===== src/rtl/led_ring_pkg.sv =====
// Shared sizes, default dwell and scan-state type for the LED ring scan driver.
package led_ring_pkg;

  localparam int unsigned NUM_ROWS      = 3;
  localparam int unsigned NUM_COLS      = 4;
  localparam int unsigned RING_SIZE     = 8;
  localparam int unsigned STATE_W       = $clog2(RING_SIZE);
  localparam int unsigned DWELL_DEFAULT = 4;

  typedef enum logic [1:0] {
    ROW0 = 2'd0,
    ROW1 = 2'd1,
    ROW2 = 2'd2
  } scan_state_e;

  function automatic scan_state_e next_row(input scan_state_e s);
    case (s)
      ROW0:    next_row = ROW1;
      ROW1:    next_row = ROW2;
      default: next_row = ROW0;
    endcase
  endfunction

endpackage


===== src/rtl/led_pattern_rom.sv =====
// Combinational map from (ring position, row) to the lit column set.
module led_pattern_rom
  import led_ring_pkg::*;
(
  input  logic [STATE_W-1:0]  state,
  input  logic [1:0]          row,
  output logic [NUM_COLS-1:0] col
);

  // Lower half lights column s in rows 0/1; upper half mirrors (7-s) in rows 1/2.
  always_comb begin
    col = '0;
    if (!state[2]) begin
      if (row == 2'd0 || row == 2'd1) col[state[1:0]] = 1'b1;
    end else begin
      if (row == 2'd1 || row == 2'd2) col[~state[1:0]] = 1'b1;
    end
  end

endmodule


===== src/rtl/led_scan_driver.sv =====
// Three-row LED scan driver with a one-entry pending register for ring-counter input.
module led_scan_driver
  import led_ring_pkg::*;
#(
  parameter int unsigned DWELL = DWELL_DEFAULT
) (
  input  logic                clk,
  input  logic                rst_n,
  input  logic [STATE_W-1:0]  state_i,
  input  logic                state_valid_i,
  output logic                state_ready_o,
  output logic [NUM_ROWS-1:0] row_o,
  output logic [NUM_COLS-1:0] col_o,
  output logic                frame_done_o
);

  localparam logic [7:0] DWELL_CNT = 8'(DWELL);

  scan_state_e         fsm_q, fsm_d;
  logic [7:0]          cnt_q, cnt_d;
  logic [STATE_W-1:0]  disp_q, disp_d;
  logic [STATE_W-1:0]  pend_q, pend_d;
  logic                pend_vld_q, pend_vld_d;
  logic [NUM_ROWS-1:0] row_q, row_d;
  logic [NUM_COLS-1:0] col_q, col_d;
  logic                frame_done_q, frame_done_d;
  logic [NUM_COLS-1:0] rom_col;
  logic                accept;

  assign state_ready_o = !pend_vld_q || frame_done_q;
  assign accept        = state_valid_i && state_ready_o;

  // Pattern is looked up for the next cycle so the column drive can be registered.
  led_pattern_rom u_rom (
    .state (disp_d),
    .row   (fsm_d),
    .col   (rom_col)
  );

  always_comb begin
    if (cnt_q == DWELL_CNT) begin
      cnt_d = '0;
      fsm_d = next_row(fsm_q);
    end else begin
      cnt_d = cnt_q + 8'd1;
      fsm_d = fsm_q;
    end

    disp_d     = (frame_done_q && pend_vld_q) ? pend_q : disp_q;
    pend_d     = accept ? state_i : pend_q;
    pend_vld_d = accept ? 1'b1 : (frame_done_q ? 1'b0 : pend_vld_q);

    row_d = '0;
    col_d = '0;
    if (cnt_d != '0) begin
      row_d = {{(NUM_ROWS-1){1'b0}}, 1'b1} << fsm_d;
      col_d = rom_col;
    end
    frame_done_d = (fsm_d == ROW2) && (cnt_d == DWELL_CNT);
  end

  always_ff @(posedge clk or negedge rst_n) begin
    if (!rst_n) begin
      fsm_q        <= ROW0;
      cnt_q        <= '0;
      disp_q       <= '0;
      pend_q       <= '0;
      pend_vld_q   <= 1'b0;
      row_q        <= '0;
      col_q        <= '0;
      frame_done_q <= 1'b0;
    end else begin
      fsm_q        <= fsm_d;
      cnt_q        <= cnt_d;
      disp_q       <= disp_d;
      pend_q       <= pend_d;
      pend_vld_q   <= pend_vld_d;
      row_q        <= row_d;
      col_q        <= col_d;
      frame_done_q <= frame_done_d;
    end
  end

  assign row_o        = row_q;
  assign col_o        = col_q;
  assign frame_done_o = frame_done_q;

endmodule


===== config.mk =====
export PLATFORM = sky130hd
export DESIGN_NAME = led_scan_driver
export DESIGN_NICKNAME = d
export VERILOG_FILES = /design/src/rtl/led_ring_pkg.sv /design/src/rtl/led_pattern_rom.sv /design/src/rtl/led_scan_driver.sv
export SDC_FILE = /design/constraint.sdc
export NUM_CORES = 1
export LEC_CHECK = 0
export ABC_AREA = 0
export CAP_MARGIN = 20
export CELL_PAD_IN_SITES_DETAIL_PLACEMENT = 0
export CELL_PAD_IN_SITES_GLOBAL_PLACEMENT = 1
export CORE_MARGIN = 4
export CORE_UTILIZATION = 49
export CTS_BUF_LIST = sky130_fd_sc_hd__clkbuf_4 sky130_fd_sc_hd__clkbuf_8
export DETAILED_ROUTE_END_ITERATION = 12
export GPL_TIMING_DRIVEN = 0
export PLACE_DENSITY_LB_ADDON = 0.1
export SLEW_MARGIN = 30
export SYNTH_ARGS = -nofsm -noshare
export SYNTH_HDL_FRONTEND = slang
export SYNTH_SLANG_ARGS = --single-unit

===== constraint.sdc =====
create_clock -name clk -period 6.4 [get_ports clk]
set_clock_uncertainty 0.1 [all_clocks]
set_input_delay 1.92 -clock clk [delete_from_list [all_inputs] [get_ports clk]]
set_output_delay 1.92 -clock clk [all_outputs]
set_load 0.05 [all_outputs]

# Word-level counts from Yosys, hierarchy flattened
# Index checks and enable logic that the tools add are counted.
# totals
out_inout_bits	9
ff_bits	25
latch_bits	0
word_cells	48
memories	0
rom_bits	0
ram_bits	0
# classes
bitwise_logic	1
eq_ne	5
muxes	15
reduce_logical	13
div	0
n_lt_le_gt_ge	4
shift	1
n_addsub	1
mul	0
# op_table
op	count
equality test 8 x 3 -> 1 bit, second input constant	2
two-way mux 4 bit	4
adder 8 x 1 -> 8 bit, second input constant	1
two-way mux 8 bit	1
nonzero test 8 bit	1
less-than comparator 2 x 3 -> 1 bit, second input constant	2
two-way mux 3 bit	2
logical AND 1 bit	5
demux 1 bit (select 2 bit)	2
equality test 2 x 1 -> 1 bit, second input constant	2
greater-or-equal comparator 2 x 1 -> 1 bit, second input constant	2
logical NOT 2 bit	2
two-way mux 1 bit	4
case mux 2 bit (2 select lines)	1
logical OR 1 bit	3
<< shifter 1 x 2 -> 3 bit, first input constant	1
equality test 2 bit, second input constant	1
two-way mux 2 bit	1
NOT 2 bit	1
nonzero test 2 bit	1
logical NOT 1 bit	1

# Longest topological paths before layout
# logic_depth
depth_word	10
mapped_depth	10
ltp_nobuf	10

# Modules after synthesis
# Synthesis repeated with hierarchy kept, for this count alone.
# hier_totals
hier_cells	108
hier_area_um2	1234.9
# modules_own_cells
mod	n_inst	area_each_um2	cells_per_inst	seq_area_each_um2
led_scan_driver	1	1142.3	94	625.6
led_pattern_rom	1	92.6	14	0.0

# Worst setup path before layout
# No wires, ideal clock.
# synth_path
kind	register to output
startpoint	register frame_done_q (netlist: frame_done_o)
endpoint	output port state_ready_o
path_buffers	1
slack_ns	2.984
arrival_ns	1.396
path_stages_with_launch	3
path_cell_list	dfrtp_1 clkbuf_1 nand2b_1
# synth_between
elab_chain_cells	1
# synth_lines
element	line	source
from (decl)	led_scan_driver.sv:26	logic frame_done_q, frame_done_d;
from (signal assigned)	led_scan_driver.sv:80	frame_done_q <= frame_done_d;
logical OR 1 bit	led_scan_driver.sv:30	assign state_ready_o = !pend_vld_q || frame_done_q;
to (decl)	led_scan_driver.sv:11	output logic state_ready_o,
# Every way passes these cells.

# Final worst setup path
# Same ends and word-level chain as after synthesis.

==> summary.txt <==
Floorplanning
  – Die X-Extent: 59.7 µm
  – Total die area: 3560 µm²
  – FP Rows: 18
  – Die Span Y: 59.7 µm
  – IO Pins: 15
  – Core footprint: 2520 µm²
  – Initial Util: 51.9%

Final layout
  – Design area: 1510 µm²
  – Fill cells: 234
  – Non-filler instance count after layout: 169
  – Area of the multi-input gates: 637 µm²
  – Antenna Cells: 0
  – Post-layout util: 59.9%
  – Nets: 151
  – FF/Latch Area: 626 µm²
  – Layout cells sized above 1: 15.8%
  – Area delta synth->final: 15.5%

Placed design
  – Dpl hpwl: 1.77 mm
  – Cells after DPL: 165
  – # port buffers: 14
  – Placed Area: 1480 µm²
  – RD Place Congestion: 0.757

Global route
  – Largest net degree at the start of global routing: 26
  – Gr usage total: 16.0%
  – Global-route wire length before repair: 4.33 mm
  – Vias in the first global route: 945
  – Initial antenna violation count: 0
  – GRT overflow: 0

Min path
  – Worst hold stages: 1
  – HP Class: reg -> reg

Detailed routing
  – Number of vias per cell: 5.60
  – 1st-pass router iterations: 4
  – Total wire length after detailed routing: 2.40 mm
  – Final antenna-violating net count: 0
  – DRC viols: 0
  – 1st-iter DRT viols: 56
  – WL per Instance: 14.2 µm
  – Via count: 947

Clock tree
  – H-tree levels: 1
  – Clk_lat worst skew: 0.33 ns
  – Post_cts resized: 0
  – Hold-fix buffers, CTS: 0
  – Post-CTS setup buffers: 0
  – Clock Path Buffers: 2
  – Root Driver: clkbuf_4
  – Number of CTS-inserted buffers: 3
  – Clock tree sinks: 25
  – TritonCTS clock tree: built
  – Clock Pin Slew Worst Setup and Hold Paths: 0.15 ns

Synth
  – Synth area leaders: dfrtp_1, ha_1, a21oi_1
  – Asr flop ratio synth: 100%
  – Post-synth EDFFs: 0
  – Seq cells post-synth: 25
  – Post-Syn Area: 1310 µm²
  – Post-synthesis cell type count: 40
  – Cells after Synth: 121
  – Cell taking the most area after synthesis: dfrtp_1
  – Seq/Total Area, Yosys: 47.8%
  – Average cell area after synthesis: 10.8 µm²
  – Main synth FF type: dfrtp_1
  – Top cell type's share of synthesized area: 47.8%
  – Mapped Nets: 132
  – Synthesis Warnings: 0

Pwr
  – Worst-case vdd ir drop: 0.000157 V
  – Leakage: 0.687 nW
  – Cell Pwr Density: 192 nW/µm²

Setup path
  – Arr. time, crit path: 2.06 ns
  – Startpoint Class: flop
  – Worst Path Max Fanout: 10
  – Depth of the most critical reg-to-reg path: 10
  – Critical path class: reg -> out
  – Required @ worst endpoint: 4.38 ns
  – Worst Setup End Kind: primary output

STA
  – Crit share post-route: 63.7%
  – Worst slew margin: 63.3%
  – Max Slew Vio Count: 0
  – Final Hold Viols: 0
  – Max Clock Freq: 0.245 GHz
  – Total Neg Setup Slack: 0 ns
  – Worst slew pin tran: 0.551 ns
  – RSZ-0062 raised after global routing: no
  – Setup Viol. Count Final: 0
  – Post-layout minimum cycle time: 4.08 ns

Run status
  – Outcome: finished, final reports clean

Flow run
  – Max-Cap Viols: 0
## placed cells by master, fill, tap and decap left out, types with 2 or more instances in the layout
cell type	count
nand2_1	11
xor2_1	3
a22oi_1	5
a21bo_2	3
a21boi_1	3
nand3_1	4
nor3_1	2
buf_4	3
nand3_2	2
a21oi_1	10
o21ai_0	2
clkbuf_4	3
clkbuf_1	2
inv_1	3
ha_1	5
mux2_2	3
clkdlybuf4s50_1	13
dfrtp_1	25
nor2_1	2
nand2b_1	3
a221oi_1	2
and3_1	4
xnor2_1	3
buf_2	2
and2_1	2
and4_1	2
## state kept, by name, summed over array words and instances, names as in the netlist
name and flops:
frame_done_o 1, cnt_q 8, pend_vld_q 1, disp_q 3, fsm_q 2, row_o 3, pend_q 3, col_o 4
## per-layer routing
metal | up-vias | GRT usage (%) | wire length, µm | part of all wire (%)
met5 | - | 0 | 0 | 0
met4 | 0 | 6.65 | 45 | 1.9
met3 | 6 | 2.81 | 120 | 5.0
met2 | 26 | 24.4 | 1050 | 44
met1 | 447 | 22.2 | 1190 | 49
li1 | 468 | - | - | -
## power breakdown
group	switching, mW	internal, mW
logic	0.0254	0.0187
clock network	0.0520	0.0239
registers	0.00348	0.166
total	0.0809	0.209
## layout make-up
| class | count | share of cell area, % |
|---|---|---|
| multi-input cells | 87 | 42.1 |
| flip-flops and latches | 25 | 41.4 |
| repair buffers | 14 | 8.94 |
| well taps | 30 | 2.48 |
| plain buffers | 6 | 2.32 |
| clock buffers | 3 | 1.49 |
| inverters | 3 | 0.745 |
| clock inverters | 1 | 0.497 |
## through the flow
stage | setup slack [ns] | hold WS [ns] | power [mW]
floorplan | 2.98 | 0.380 | 0.201
global placement | 2.71 | 0.397 | 0.216
detailed placement | 2.72 | 0.416 | 0.217
CTS | 2.31 | 0.444 | 0.292
global route | 2.19 | 0.460 | 0.303
finish | 2.32 | 0.438 | 0.290
## worst max-delay path, cell delays in order, from the launching register on
cell and delay [ns]:
dfrtp_1 0.39, clkbuf_1 0.32, nand2b_1 0.20, clkdlybuf4s50_1 0.82
## logic make-up (layout without fill, tap and decap cells)
| family | Yosys count | count (layout) | synth area share [%] |
|---|---|---|---|
| AO/OA/AOI/OAI | 33 | 33 | 18.3 |
| adder cells (fa/ha/maj) | 5 | 5 | 4.78 |
| XOR/XNOR | 6 | 6 | 4.02 |
| multiplexers | 3 | 3 | 2.58 |
| AND/OR/NAND/NOR | 40 | 40 | 19.0 |
| buffers and inverters | 9 | 27 | 3.54 |
| flip-flops | 25 | 25 | 47.8 |
## final timing paths
check                                        from                      to  slack (ns)
max in group asynchronous                   rst_n      cnt_q[1]$_DFF_PN0_        4.38
min reg2reg                    cnt_q[7]$_DFF_PN0_      cnt_q[7]$_DFF_PN0_        0.44
max                        frame_done_o$_DFF_PN0_           state_ready_o        2.32
max reg2reg                    cnt_q[0]$_DFF_PN0_      col_o[2]$_DFF_PN0_        3.44
min                            cnt_q[7]$_DFF_PN0_      cnt_q[7]$_DFF_PN0_        0.44
min in group asynchronous                   rst_n  frame_done_o$_DFF_PN0_        1.45
## cell usage after synthesis, types with 3 or more instances
cell type  number
nand2_1        11
inv_1           3
ha_1            5
xor2_1          3
a21bo_2         3
a21oi_1        10
a21boi_1        3
and3_1          4
buf_4           3
nand2b_1        3
a22oi_1         5
nand3_1         4
mux2_2          3
dfrtp_1        25
xnor2_1         3
Note: power is estimated with default switching activity, not from simulation.
